<file path="src/rtl/jtag_cmd_axi_bridge.sv">
// Turns one-cycle 128-bit register-style commands into single 2-beat, 64-bit AXI4 INCR bursts.
// Latency: the strobe reaches AW/AR after 1 cycle. One transaction is in flight at a time. Strobes that arrive while busy are dropped and reported.
module jtag_cmd_axi_bridge #(
    parameter logic AXI_ID = 1'b0
) (
    input  logic         aclk,
    input  logic         aresetn,
    input  logic         WrEn,
    input  logic [31:0]  WrAddr,
    input  logic [127:0] WrData,
    input  logic         RdEn,
    input  logic [31:0]  RdAddr,
    output logic [127:0] RdData,
    output logic         RdValid,
    output logic         Busy,
    output logic         Err,
    output logic         CmdDrop,
    output logic [31:0]  m_axi_awaddr,
    output logic [7:0]   m_axi_awlen,
    output logic [2:0]   m_axi_awsize,
    output logic [1:0]   m_axi_awburst,
    output logic         m_axi_awid,
    output logic         m_axi_awvalid,
    input  logic         m_axi_awready,
    output logic [63:0]  m_axi_wdata,
    output logic [7:0]   m_axi_wstrb,
    output logic         m_axi_wlast,
    output logic         m_axi_wvalid,
    input  logic         m_axi_wready,
    input  logic [1:0]   m_axi_bresp,
    input  logic         m_axi_bid,
    input  logic         m_axi_bvalid,
    output logic         m_axi_bready,
    output logic [31:0]  m_axi_araddr,
    output logic [7:0]   m_axi_arlen,
    output logic [2:0]   m_axi_arsize,
    output logic [1:0]   m_axi_arburst,
    output logic         m_axi_arid,
    output logic         m_axi_arvalid,
    input  logic         m_axi_arready,
    input  logic [63:0]  m_axi_rdata,
    input  logic [1:0]   m_axi_rresp,
    input  logic         m_axi_rid,
    input  logic         m_axi_rlast,
    input  logic         m_axi_rvalid,
    output logic         m_axi_rready
);

    typedef enum logic [2:0] {
        S_IDLE,
        S_WR,
        S_WR_RESP,
        S_RD_ADDR,
        S_RD_DATA
    } state_t;

    state_t        state_q, state_d;
    logic [31:0]   awaddr_q, awaddr_d;
    logic [31:0]   araddr_q, araddr_d;
    logic          awvalid_q, awvalid_d;
    logic          wvalid_q, wvalid_d;
    logic          wlast_q, wlast_d;
    logic [63:0]   wdata_q, wdata_d;
    logic [63:0]   wr_hi_q, wr_hi_d;
    logic          bready_q, bready_d;
    logic          arvalid_q, arvalid_d;
    logic          rready_q, rready_d;
    logic          r_beat_q, r_beat_d;
    logic [63:0]   rd_lo_q, rd_lo_d;
    logic [127:0]  rd_data_q, rd_data_d;
    logic          rd_valid_q, rd_valid_d;
    logic          rd_pending_q, rd_pending_d;
    logic          busy_q, busy_d;
    logic          err_q, err_d;
    logic          cmd_drop_q, cmd_drop_d;
    logic          aw_fin, w_fin;
    logic          unused_ok;

    // IDs are constant and only one burst is outstanding, so response IDs carry no information
    assign unused_ok = ^{m_axi_bid, m_axi_rid, WrAddr[3:0], RdAddr[3:0]};

    // A channel counts as finished once its valid has dropped or it is handshaking this cycle
    assign aw_fin = !awvalid_q || m_axi_awready;
    assign w_fin  = !wvalid_q || (m_axi_wready && wlast_q);

    always_comb begin
        state_d      = state_q;
        awaddr_d     = awaddr_q;
        araddr_d     = araddr_q;
        awvalid_d    = awvalid_q;
        wvalid_d     = wvalid_q;
        wlast_d      = wlast_q;
        wdata_d      = wdata_q;
        wr_hi_d      = wr_hi_q;
        bready_d     = bready_q;
        arvalid_d    = arvalid_q;
        rready_d     = rready_q;
        r_beat_d     = r_beat_q;
        rd_lo_d      = rd_lo_q;
        rd_data_d    = rd_data_q;
        rd_valid_d   = 1'b0;
        rd_pending_d = rd_pending_q;
        err_d        = err_q;
        cmd_drop_d   = (state_q != S_IDLE) && (WrEn || RdEn);

        case (state_q)
            S_IDLE: begin
                if (WrEn) begin
                    awaddr_d  = {WrAddr[31:4], 4'h0};
                    awvalid_d = 1'b1;
                    wvalid_d  = 1'b1;
                    wdata_d   = WrData[63:0];
                    wr_hi_d   = WrData[127:64];
                    wlast_d   = 1'b0;
                    state_d   = S_WR;
                    if (RdEn) begin
                        araddr_d     = {RdAddr[31:4], 4'h0};
                        rd_pending_d = 1'b1;
                    end
                end else if (RdEn) begin
                    araddr_d  = {RdAddr[31:4], 4'h0};
                    arvalid_d = 1'b1;
                    state_d   = S_RD_ADDR;
                end
            end

            S_WR: begin
                if (awvalid_q && m_axi_awready) begin
                    awvalid_d = 1'b0;
                end
                if (wvalid_q && m_axi_wready) begin
                    if (wlast_q) begin
                        wvalid_d = 1'b0;
                    end else begin
                        wdata_d = wr_hi_q;
                        wlast_d = 1'b1;
                    end
                end
                if (aw_fin && w_fin) begin
                    bready_d = 1'b1;
                    state_d  = S_WR_RESP;
                end
            end

            S_WR_RESP: begin
                if (m_axi_bvalid && bready_q) begin
                    bready_d = 1'b0;
                    if (m_axi_bresp != 2'b00) begin
                        err_d = 1'b1;
                    end
                    if (rd_pending_q) begin
                        rd_pending_d = 1'b0;
                        arvalid_d    = 1'b1;
                        state_d      = S_RD_ADDR;
                    end else begin
                        state_d = S_IDLE;
                    end
                end
            end

            S_RD_ADDR: begin
                if (m_axi_arready) begin
                    arvalid_d = 1'b0;
                    rready_d  = 1'b1;
                    r_beat_d  = 1'b0;
                    state_d   = S_RD_DATA;
                end
            end

            S_RD_DATA: begin
                // Exactly two beats are consumed regardless of rlast, so a bad slave cannot wedge us
                if (m_axi_rvalid && rready_q) begin
                    if (!r_beat_q) begin
                        rd_lo_d  = m_axi_rdata;
                        r_beat_d = 1'b1;
                        if ((m_axi_rresp != 2'b00) || m_axi_rlast) begin
                            err_d = 1'b1;
                        end
                    end else begin
                        rd_data_d  = {m_axi_rdata, rd_lo_q};
                        rd_valid_d = 1'b1;
                        rready_d   = 1'b0;
                        r_beat_d   = 1'b0;
                        state_d    = S_IDLE;
                        if ((m_axi_rresp != 2'b00) || !m_axi_rlast) begin
                            err_d = 1'b1;
                        end
                    end
                end
            end

            default: begin
                state_d = S_IDLE;
            end
        endcase

        busy_d = (state_d != S_IDLE) || rd_pending_d;
    end

    always_ff @(posedge aclk or negedge aresetn) begin
        if (!aresetn) begin
            state_q      <= S_IDLE;
            awaddr_q     <= '0;
            araddr_q     <= '0;
            awvalid_q    <= 1'b0;
            wvalid_q     <= 1'b0;
            wlast_q      <= 1'b0;
            wdata_q      <= '0;
            wr_hi_q      <= '0;
            bready_q     <= 1'b0;
            arvalid_q    <= 1'b0;
            rready_q     <= 1'b0;
            r_beat_q     <= 1'b0;
            rd_lo_q      <= '0;
            rd_data_q    <= '0;
            rd_valid_q   <= 1'b0;
            rd_pending_q <= 1'b0;
            busy_q       <= 1'b0;
            err_q        <= 1'b0;
            cmd_drop_q   <= 1'b0;
        end else begin
            state_q      <= state_d;
            awaddr_q     <= awaddr_d;
            araddr_q     <= araddr_d;
            awvalid_q    <= awvalid_d;
            wvalid_q     <= wvalid_d;
            wlast_q      <= wlast_d;
            wdata_q      <= wdata_d;
            wr_hi_q      <= wr_hi_d;
            bready_q     <= bready_d;
            arvalid_q    <= arvalid_d;
            rready_q     <= rready_d;
            r_beat_q     <= r_beat_d;
            rd_lo_q      <= rd_lo_d;
            rd_data_q    <= rd_data_d;
            rd_valid_q   <= rd_valid_d;
            rd_pending_q <= rd_pending_d;
            busy_q       <= busy_d;
            err_q        <= err_d;
            cmd_drop_q   <= cmd_drop_d;
        end
    end

    assign RdData        = rd_data_q;
    assign RdValid       = rd_valid_q;
    assign Busy          = busy_q;
    assign Err           = err_q;
    assign CmdDrop       = cmd_drop_q;

    assign m_axi_awaddr  = awaddr_q;
    assign m_axi_awlen   = 8'd1;
    assign m_axi_awsize  = 3'd3;
    assign m_axi_awburst = 2'b01;
    assign m_axi_awid    = AXI_ID;
    assign m_axi_awvalid = awvalid_q;
    assign m_axi_wdata   = wdata_q;
    assign m_axi_wstrb   = 8'hFF;
    assign m_axi_wlast   = wlast_q;
    assign m_axi_wvalid  = wvalid_q;
    assign m_axi_bready  = bready_q;
    assign m_axi_araddr  = araddr_q;
    assign m_axi_arlen   = 8'd1;
    assign m_axi_arsize  = 3'd3;
    assign m_axi_arburst = 2'b01;
    assign m_axi_arid    = AXI_ID;
    assign m_axi_arvalid = arvalid_q;
    assign m_axi_rready  = rready_q;

endmodule
</file>
<file path="config.mk">
export PLATFORM = sky130hd
export DESIGN_NAME = jtag_cmd_axi_bridge
export DESIGN_NICKNAME = d
export VERILOG_FILES = /design/src/rtl/jtag_cmd_axi_bridge.sv
export SDC_FILE = /design/constraint.sdc
export NUM_CORES = 1
export LEC_CHECK = 0
export CELL_PAD_IN_SITES_DETAIL_PLACEMENT = 2
export CELL_PAD_IN_SITES_GLOBAL_PLACEMENT = 2
export CORE_MARGIN = 2
export CORE_UTILIZATION = 31
export CTS_CLUSTER_SIZE = 25
export DETAILED_ROUTE_END_ITERATION = 12
export GPL_ROUTABILITY_DRIVEN = 0
export PLACE_DENSITY = 0.83
export SYNTH_ARGS = -nofsm -noshare
export SYNTH_HDL_FRONTEND = slang
export SYNTH_SLANG_ARGS = --single-unit
</file>
<file path="constraint.sdc">
create_clock -name aclk -period 5.33 [get_ports aclk]
set_input_delay 1.066 -clock aclk [delete_from_list [all_inputs] [get_ports aclk]]
set_output_delay 1.066 -clock aclk [all_outputs]
set_load 0.005 [all_outputs]
</file>
Yosys cells after proc, flatten, opt, wreduce, memory -nomap -nowiden. Cells that the tools add are included.

Flip-flop bits (word level): 391. Latch bits: 0. Memory bits (writable): 0. Bits in read-only memories: 0. Input bits: 272. Output and inout bits: 302. Word-level logic and storage cells: 131. Memories kept: 0.

$add $sub $neg: 0. Multipliers: 0. Divide/modulo/power cells: 0. Order comparisons: 0. Equality and inequality tests: 20. Shift operators: 0. Multiplexer cells: 52. Bitwise operators: 1. Reductions and logical operators: 39.

Operator list (count): 64-bit two-way mux (3); 64-bit one-hot mux with 2 select lines (1); 1-bit two-way mux (30); 2-bit inequality test, second input constant (14); 3-bit two-way mux (7); 3-bit AND reduction (6); 1-bit one-hot mux with 2 select lines (8); 3-bit one-hot mux with 5 select lines (1); 4-bit AND reduction (3); 6-bit AND reduction (2); 2-bit nonzero test (6); 3-bit nonzero test (3); 1-bit logical AND (7); 3-bit by 2-bit equality test with 1-bit output, second input constant (2); 1-bit logical OR (6); 3-bit inequality test, second input constant (2); 2-bit AND reduction (2); 3-bit by 1-bit equality test with 1-bit output, second input constant (1); 3-bit equality test, second input constant (1); 1-bit zero test (3); 3-bit zero test (1); 1-bit one-hot mux with 3 select lines (1); 2-bit two-way mux (1); 1-bit NOT (1).

Longest topological paths before layout. Gate-level depths: netlist of run 1.

Word-level depth: 7. Mapped depth: 8. Mapped depth without buffers: 5.

Worst setup path after synthesis of run 1. Ideal clock, no wire load.

Path type: in2reg. Start point: input WrEn. End point: register awaddr_q[10], in the netlist m_axi_awaddr[10]. Arrival time: 2088 ps. Required time: 5202 ps. Setup slack: 3115 ps. Cell stages on the path: 4. Path buffers: 2. Cells stage by stage: nor4b_4 buf_2 buf_4 mux2_1.

Longest elaborated chain between the ends: 1.

Ends and longest elaborated chain: start, declared (line 8) `input logic WrEn,`; 2-bit AND reduction (no source line); end signal, assigned (line 223) `awaddr_q <= awaddr_d;`; end, declared (line 58) `logic [31:0] awaddr_q, awaddr_d;`.

No other way between the ends. A chain may end at the register's enable or synchronous reset.

Worst setup path after layout of run 1.
Start point: register state_q[0]. End point: register wdata_q[7], in the netlist m_axi_wdata[7].

Longest elaborated chain between the ends: 3.

Ends and longest elaborated chain: start, declared (line 57) `state_t state_q, state_d;`; start signal, assigned (line 222) `state_q <= state_d;`; 3-bit by 1-bit equality test with 1-bit output or 3-bit zero test (tied branches) (line 106) `case (state_q)`; 2-bit inequality test (no source line) or 2-bit nonzero test (tied branches); 4-bit AND reduction (no source line); end signal, assigned (line 228) `wdata_q <= wdata_d;`; end, declared (line 63) `logic [63:0] wdata_q, wdata_d;`.

Several ways; a longest one is shown, not always the timed one.

==> results of run 1 <==
[metrics by stage]
stage | area, µm² | power (mW) | std cells | util [%]
3_3_place_gp | 21300 | 9.08 | 2204 | 42.7
3_5_place_dp | 21300 | 9.48 | 2204 | 42.7
2_1_floorplan | 15700 | 6.85 | 1104 | -
6_report | 22700 | 12.5 | 2293 | 45.5
5_1_grt | 22700 | 13.2 | 2293 | 45.5
4_1_cts | 22700 | 12.7 | 2281 | 45.5
[sequential cells by signal, indices dropped and copies added, names as in the netlist, 3 cells and up]
register      flops
RdData          128
m_axi_wdata      64
rd_lo_q          64
wr_hi_q          64
m_axi_araddr     28
m_axi_awaddr     28
state_q           3
[worst max-delay path, delay by kind of cell, from the launching register on]
kind	cells	cell delay, ns
AOI/OAI and AO/OA	1	0.14
buffers and inverters	2	1.26
DFF	1	0.64
muxes	1	0.35
and+or+nand+nor	1	0.26
[logic make-up after synthesis]
group / count (synthesis) / synth area share (%)
other cells: 2 / 0.0482
simple gates: 95 / 2.76
xor+xnor: 1 / 0.0562
mux: 376 / 26.7
compound gates: 89 / 3.14
buf+inv: 108 / 4.54
flops: 391 / 62.8
[cells in the final DEF, fill, tap and decap left out, drive strengths merged, types with 6 or more instances in the layout]
cell,count
mux2,312
o21ai,71
conb,44
dfrtp,391
nand2,71
clkdlybuf4s50,518
inv,6
nor2,7
a21o,6
buf,13
clkinv,8
diode,12
mux2i,64
clkbuf,66
[area by class of cell]
cell class	instances	area [µm²]
fill	4876	27200
multi-input combinational	605	5280
antenna	12	30.0
inverter	5	18.8
clock inverter	11	86.3
clock buffer	66	1330
timing repair buffer	531	5340
sequential	391	9780
tap	672	841
[power breakdown]
group	switching (mW)	total, mW	internal [mW]
registers	0.793	5.02	4.23
clock network	1.24	3.00	1.76
logic	1.82	4.44	2.61
total	3.85	12.5	8.60
[final timing paths]
path	endpoint	slack (ns)	startpoint	depth (start not counted)
max	m_axi_wdata[7]$_DFFE_PN0P_	2.47	state_q[0]$_DFF_PN0_	5
min	wr_hi_q[2]$_DFFE_PN0P_	0.48	wr_hi_q[2]$_DFFE_PN0P_	1
max reg2reg	m_axi_wdata[7]$_DFFE_PN0P_	2.47	state_q[0]$_DFF_PN0_	5
min reg2reg	wr_hi_q[2]$_DFFE_PN0P_	0.48	wr_hi_q[2]$_DFFE_PN0P_	1
max in group asynchronous	m_axi_awaddr[9]$_DFFE_PN0P_	3.41	aresetn	2
min in group asynchronous	rd_lo_q[45]$_DFFE_PN0P_	0.54	aresetn	1
[per-layer routing]
layer,vias up,share of wire (%),global-route usage (%)
li1,4667,-,-
met1,5539,35,21.7
met2,326,56,38.8
met3,105,5.2,5.18
met4,2,3.8,9.25
met5,-,0.024,0
==> flow_metrics.py, run 1 <==
metrics = {
    "clock_tree": {
        "cts-hold-fix-buffers": 0,
        "cts_max_level": 2,
        "clk_latency_ns": 0.57,
        "cts_sinks": 391,
        "tritoncts": "yes",
        "cts_buffers": 45,
        "cts_buffer_depth": 3,
        "post_cts.repair.setup_buffers": 0,
        "cts_resized": 0,
        "cts-root-buf": "clkbuf_16",
        "clkSlewWorstSetupHoldPaths_ns": 0.06,
    },
    "layout": {
        "nets": 1851,
        "drive_above_1_share_pct": 21.8,
        "area_growth_pct": 45.8,
    },
    "floorplanning": {
        "start_util_pct": 31.3,
        "fp.dieArea_mm2": 0.0521,
        "boundaryPins": 574,
        "chipHeight_um": 228,
        "core_area_mm2": 0.0499,
        "die_w_um": 228,
        "num_rows": 82,
    },
    "yosys": {
        "yosys.area.top_type_share_pct": 62.8,
        "synth.area.top_cells": "dfrtp_1 63%, mux2_2 19%, mux2i_1 4.1%, mux2_1 3.5%, buf_4 3.1%",
        "synthCells": 1062,
        "ys_ff_latch": 391,
        "avgSynthCellArea_um2": 14.7,
        "synthesis.area_mm2": 0.0156,
        "yosysSeqAreaShare_pct": 62.8,
        "ys_warn_count": 0,
        "yosysMostFrequentCell": "dfrtp_1",
        "synth_edf_count": 0,
        "ys_top_cells_by_count": "391 x dfrtp_1, 264 x mux2_2, 70 x nand2_1, 64 x buf_4, 64 x mux2i_1",
        "synthFlopType": "dfrtp_1",
        "yosysTopAreaCell": "dfrtp_1",
        "synthArstFlopShare_pct": 100,
        "synth_cell_types": 39,
    },
    "flow_run": {
        "cap_viol_max_count": 0,
    },
    "timing": {
        "period_share_pct": 53.7,
        "rsz0062_at_grt": "no",
        "fin_ws_ns": 2.47,
        "slew_violations": 0,
        "setup_viol": 0,
        "max_freq_mhz": 349,
        "fin_skew_ns": 0.0185,
        "min_period_ns": 2.86,
        "final_hold_viol_count": 0,
        "tightest_slew_ns": 1.32,
        "holdWs_ns": 0.485,
        "relSlewSlack_pct": 11.9,
        "setup_tns_ns": 0,
    },
    "setup_path": {
        "crit_fanout": 46,
        "critPathLaunchType": "register",
        "cp_slowest_cell": "buf_4",
        "cpMostUsedCell": "buf_4",
        "max_stage_delay_ns": 0.71,
        "worstSetupEndpointType": "register",
        "path_cells": "nor3b_2 > buf_4 > buf_4 > mux2i_1 > o21ai_0",
        "cp.arrival_ns": 3.26,
        "required_ns": 5.73,
        "worst-setup-path-type": "register to register",
    },
    "power": {
        "p_leak_nw": 10.0,
        "power_density_mw_per_mm2": 548,
        "ir_drop_mv": 0.334,
    },
    "global_route": {
        "grt_pass1_wl_mm": 81.8,
        "gr-total-overflow": 0,
        "antenna_found_initial": 13,
        "grt_max_degree": 129,
        "grt_usage_pct": 20.7,
        "grt_pass1_vias": 12644,
    },
    "detailed_routing": {
        "postRouteAntennaNets": 0,
        "wl_mm": 54.2,
        "drc": 0,
        "drtPass1Iterations": 4,
        "wire_per_inst_um": 23.7,
        "drt_iter0_markers": 376,
        "viasPerCell": 4.64,
        "vias": 10639,
    },
    "outcome": {
        "status": "finished, final reports clean",
    },
    "place": {
        "preCtsSetupSlack_ns": 1.95,
        "port_buffers": 519,
        "dp_hpwl_mm": 37.8,
    },
    "min_path": {
        "hold_path.class": "register to register",
    },
}
(Power assumes the default switching activity.)
==> run 2, diff against run 1 <==
--- a/config.mk
+++ b/config.mk
@@ -8,11 +8,11 @@
 export CELL_PAD_IN_SITES_DETAIL_PLACEMENT = 2
 export CELL_PAD_IN_SITES_GLOBAL_PLACEMENT = 2
 export CORE_MARGIN = 2
-export CORE_UTILIZATION = 31
+export CORE_UTILIZATION = 26
 export CTS_CLUSTER_SIZE = 25
 export DETAILED_ROUTE_END_ITERATION = 12
 export GPL_ROUTABILITY_DRIVEN = 0
-export PLACE_DENSITY = 0.83
+export PLACE_DENSITY = 0.75
 export SYNTH_ARGS = -nofsm -noshare
 export SYNTH_HDL_FRONTEND = slang
 export SYNTH_SLANG_ARGS = --single-unit
==> constraint.sdc (replaced) <==
create_clock -name aclk -period 2.4 [get_ports aclk]
set_input_delay 0.48 -clock aclk [delete_from_list [all_inputs] [get_ports aclk]]
set_output_delay 0.48 -clock aclk [all_outputs]
set_load 0.005 [all_outputs]
==> run 2 against run 1 <==
  * Combinational power is 130% higher
  * Critical path type is now register to output port
  * Critical endpoint is now m_axi_rready
  * Routed wire length is 2.2% lower
  * Final cell count is 6.0% higher
==> flow_metrics.py, run 2 (synthesized netlist as in run 1, its figures left out) <==
metrics = {
    "layout": {
        "final_common_cell": "clkdlybuf4s50_1",
        "drive_above_1_share_pct": 23.9,
        "most-common-layout-cells": "518 x clkdlybuf4s50_1, 391 x dfrtp_1, 264 x mux2_2",
        "layout.cells.non_filler": 2431,
        "final_area_mm2": 0.0234,
        "area_growth_pct": 50.2,
        "largest_reg_flops": 128,
        "nets": 1888,
    },
    "setup_path": {
        "regToRegEndpoint": "m_axi_araddr[27]$_DFFE_PN0P_",
        "crit_fanout": 6,
        "cpLargestDelayFamily": "buffers and inverters",
        "worstSetupEndpointType": "output port",
        "critPathLaunchType": "register",
        "rr_worst_depth": 5,
        "required_ns": 1.92,
        "max_stage_delay_ns": 0.62,
        "timing.critical_path.buf_inv": 1,
        "reg2reg_slack_ns": 0.33,
        "cp.arrival_ns": 1.62,
        "r2r-start": "state_q[1]$_DFF_PN0_",
        "path_cells": "clkdlybuf4s50_1",
        "cp_slowest_cell": "clkdlybuf4s50_1",
        "worst-setup-path-type": "register to output port",
    },
    "floorplanning": {
        "die_w_um": 249,
        "start_util_pct": 26.4,
        "chipHeight_um": 249,
        "fp.dieArea_mm2": 0.0619,
        "core_area_mm2": 0.0591,
        "boundaryPins": 574,
        "num_rows": 89,
    },
    "min_path": {
        "hold_path.class": "input pin to asynchronous set/reset pin",
    },
    "global_route": {
        "gr-total-overflow": 0,
        "grt_max_degree": 89,
        "antenna_found_initial": 12,
        "grt_pass1_wl_mm": 80.9,
        "grt_usage_pct": 17.2,
        "grt_pass1_vias": 12473,
    },
    "power": {
        "power_density_mw_per_mm2": 1200,
        "ir_drop_mv": 0.505,
        "p_leak_nw": 10.3,
    },
    "place": {
        "dp_hpwl_mm": 38.7,
        "placed_cell_area_mm2": 0.0219,
        "dp_cells": 2341,
        "port_buffers": 519,
        "preCtsSetupSlack_ns": 0.0559,
    },
    "clock_tree": {
        "cts_buffers": 45,
        "clk_latency_ns": 0.57,
        "clkSlewWorstSetupHoldPaths_ns": 0.06,
        "cts_resized": 0,
        "cts_max_level": 2,
        "cts_sinks": 391,
        "cts-hold-fix-buffers": 1,
        "cts_buffer_depth": 3,
        "cts-root-buf": "clkbuf_16",
        "post_cts.repair.setup_buffers": 0,
        "tritoncts": "yes",
    },
    "detailed_routing": {
        "drt_iter0_markers": 303,
        "top_layer": "met5",
        "postRouteAntennaNets": 0,
        "wl_mm": 53.0,
        "drc": 0,
        "drtPass1Iterations": 4,
        "vias": 10631,
        "viasPerCell": 4.37,
        "wire_per_inst_um": 21.8,
        "wl_met3_mm": 3.23,
        "wl_met2_mm": 28.4,
        "wl_met1_mm": 19.5,
    },
    "timing": {
        "final_hold_viol_count": 0,
        "relSlewSlack_pct": 63.3,
        "tightest_slew_ns": 0.550,
        "fin_skew_ns": 0.0124,
        "rsz0062_at_grt": "no",
        "fin_ws_ns": 0.296,
        "min_period_ns": 2.10,
        "slew_violations": 0,
        "max_freq_mhz": 475,
        "setup_tns_ns": 0,
        "period_share_pct": 87.7,
        "setup_viol": 0,
    },
    "outcome": {
        "status": "finished, final reports clean",
    },
    "flow_run": {
        "cap_viol_max_count": 0,
    },
}
[run 2: cell types whose count changed in the layout (fill, tap and decap cells not counted), sizes merged]
cell,change
diode,-5
clkinv,+5
buf,+36
bufinv,+1
dlygate4sd3,+1
clkbuf,-1
[run 2: report_power, final]
part	internal, mW	total [mW]	switching (mW)
Sequential	9.38	11.0	1.64
Clock	4.12	6.96	2.83
Combinational	6.06	10.0	3.98
Total	19.6	28.0	8.45
[run 2: worst reg2reg max path: stages, from the launching register on]
cell and delay, ns:
dfrtp_1 0.48, buf_4 0.21, nor3_1 0.41, and2_1 0.25, buf_12 0.21, mux2_2 0.37
[run 2: metrics by stage]
stage	util [%]	hold WS [ns]	power [mW]
global placement	37.0	0.401	20.6
detailed placement	37.0	0.404	21.3
finish	39.6	0.424	28.0
global route	39.6	0.437	29.8
CTS	39.6	0.376	28.6
floorplan	-	0.184	15.2
[run 2: how the worst max path moves through the flow]
stage	from	to	slack (ns)	cells after the start
after floorplan	state_q[0]$_DFF_PN0_	m_axi_araddr[11]$_DFFE_PN0P_	0.62	6
final	m_axi_rready$_DFFE_PN0P_	m_axi_rready	0.30	1
after global placement	m_axi_rvalid	RdData[102]$_DFFE_PN0P_	0.12	6
after detailed placement	m_axi_rvalid	RdData[102]$_DFFE_PN0P_	0.06	6
after CTS	m_axi_wvalid$_DFFE_PN0P_	m_axi_wvalid	0.23	1
after global routing	m_axi_wvalid$_DFFE_PN0P_	m_axi_wvalid	0.21	1
[run 2: area by class of cell]
class,instances,area (µm²)
fillers,5894,35700
flip-flops and latches,391,9780
repair buffers,568,5830
multi-input cells,605,5290
clock buffers,65,1350
well taps,773,967
clock inverters,17,141
inverters,5,18.8
diodes,7,17.5
[run 2: per-layer routing]
| layer | global-route usage [%] | up-vias |
|---|---|---|
| met5 | 0 | - |
| met4 | 7.41 | 6 |
| met3 | 4.52 | 100 |
| met2 | 31.8 | 301 |
| met1 | 18.3 | 5489 |
| li1 | - | 4735 |
==> run 3, diff against run 2 <==
--- a/config.mk
+++ b/config.mk
@@ -12,7 +12,9 @@
 export CTS_CLUSTER_SIZE = 25
 export DETAILED_ROUTE_END_ITERATION = 12
 export GPL_ROUTABILITY_DRIVEN = 0
+export HOLD_SLACK_MARGIN = 0.1
 export PLACE_DENSITY = 0.75
+export SETUP_SLACK_MARGIN = 0.2
 export SYNTH_ARGS = -nofsm -noshare
 export SYNTH_HDL_FRONTEND = slang
 export SYNTH_SLANG_ARGS = --single-unit
==> results of run 3 <==
The final DEF is identical to that of run 2; final timing and power are the same.
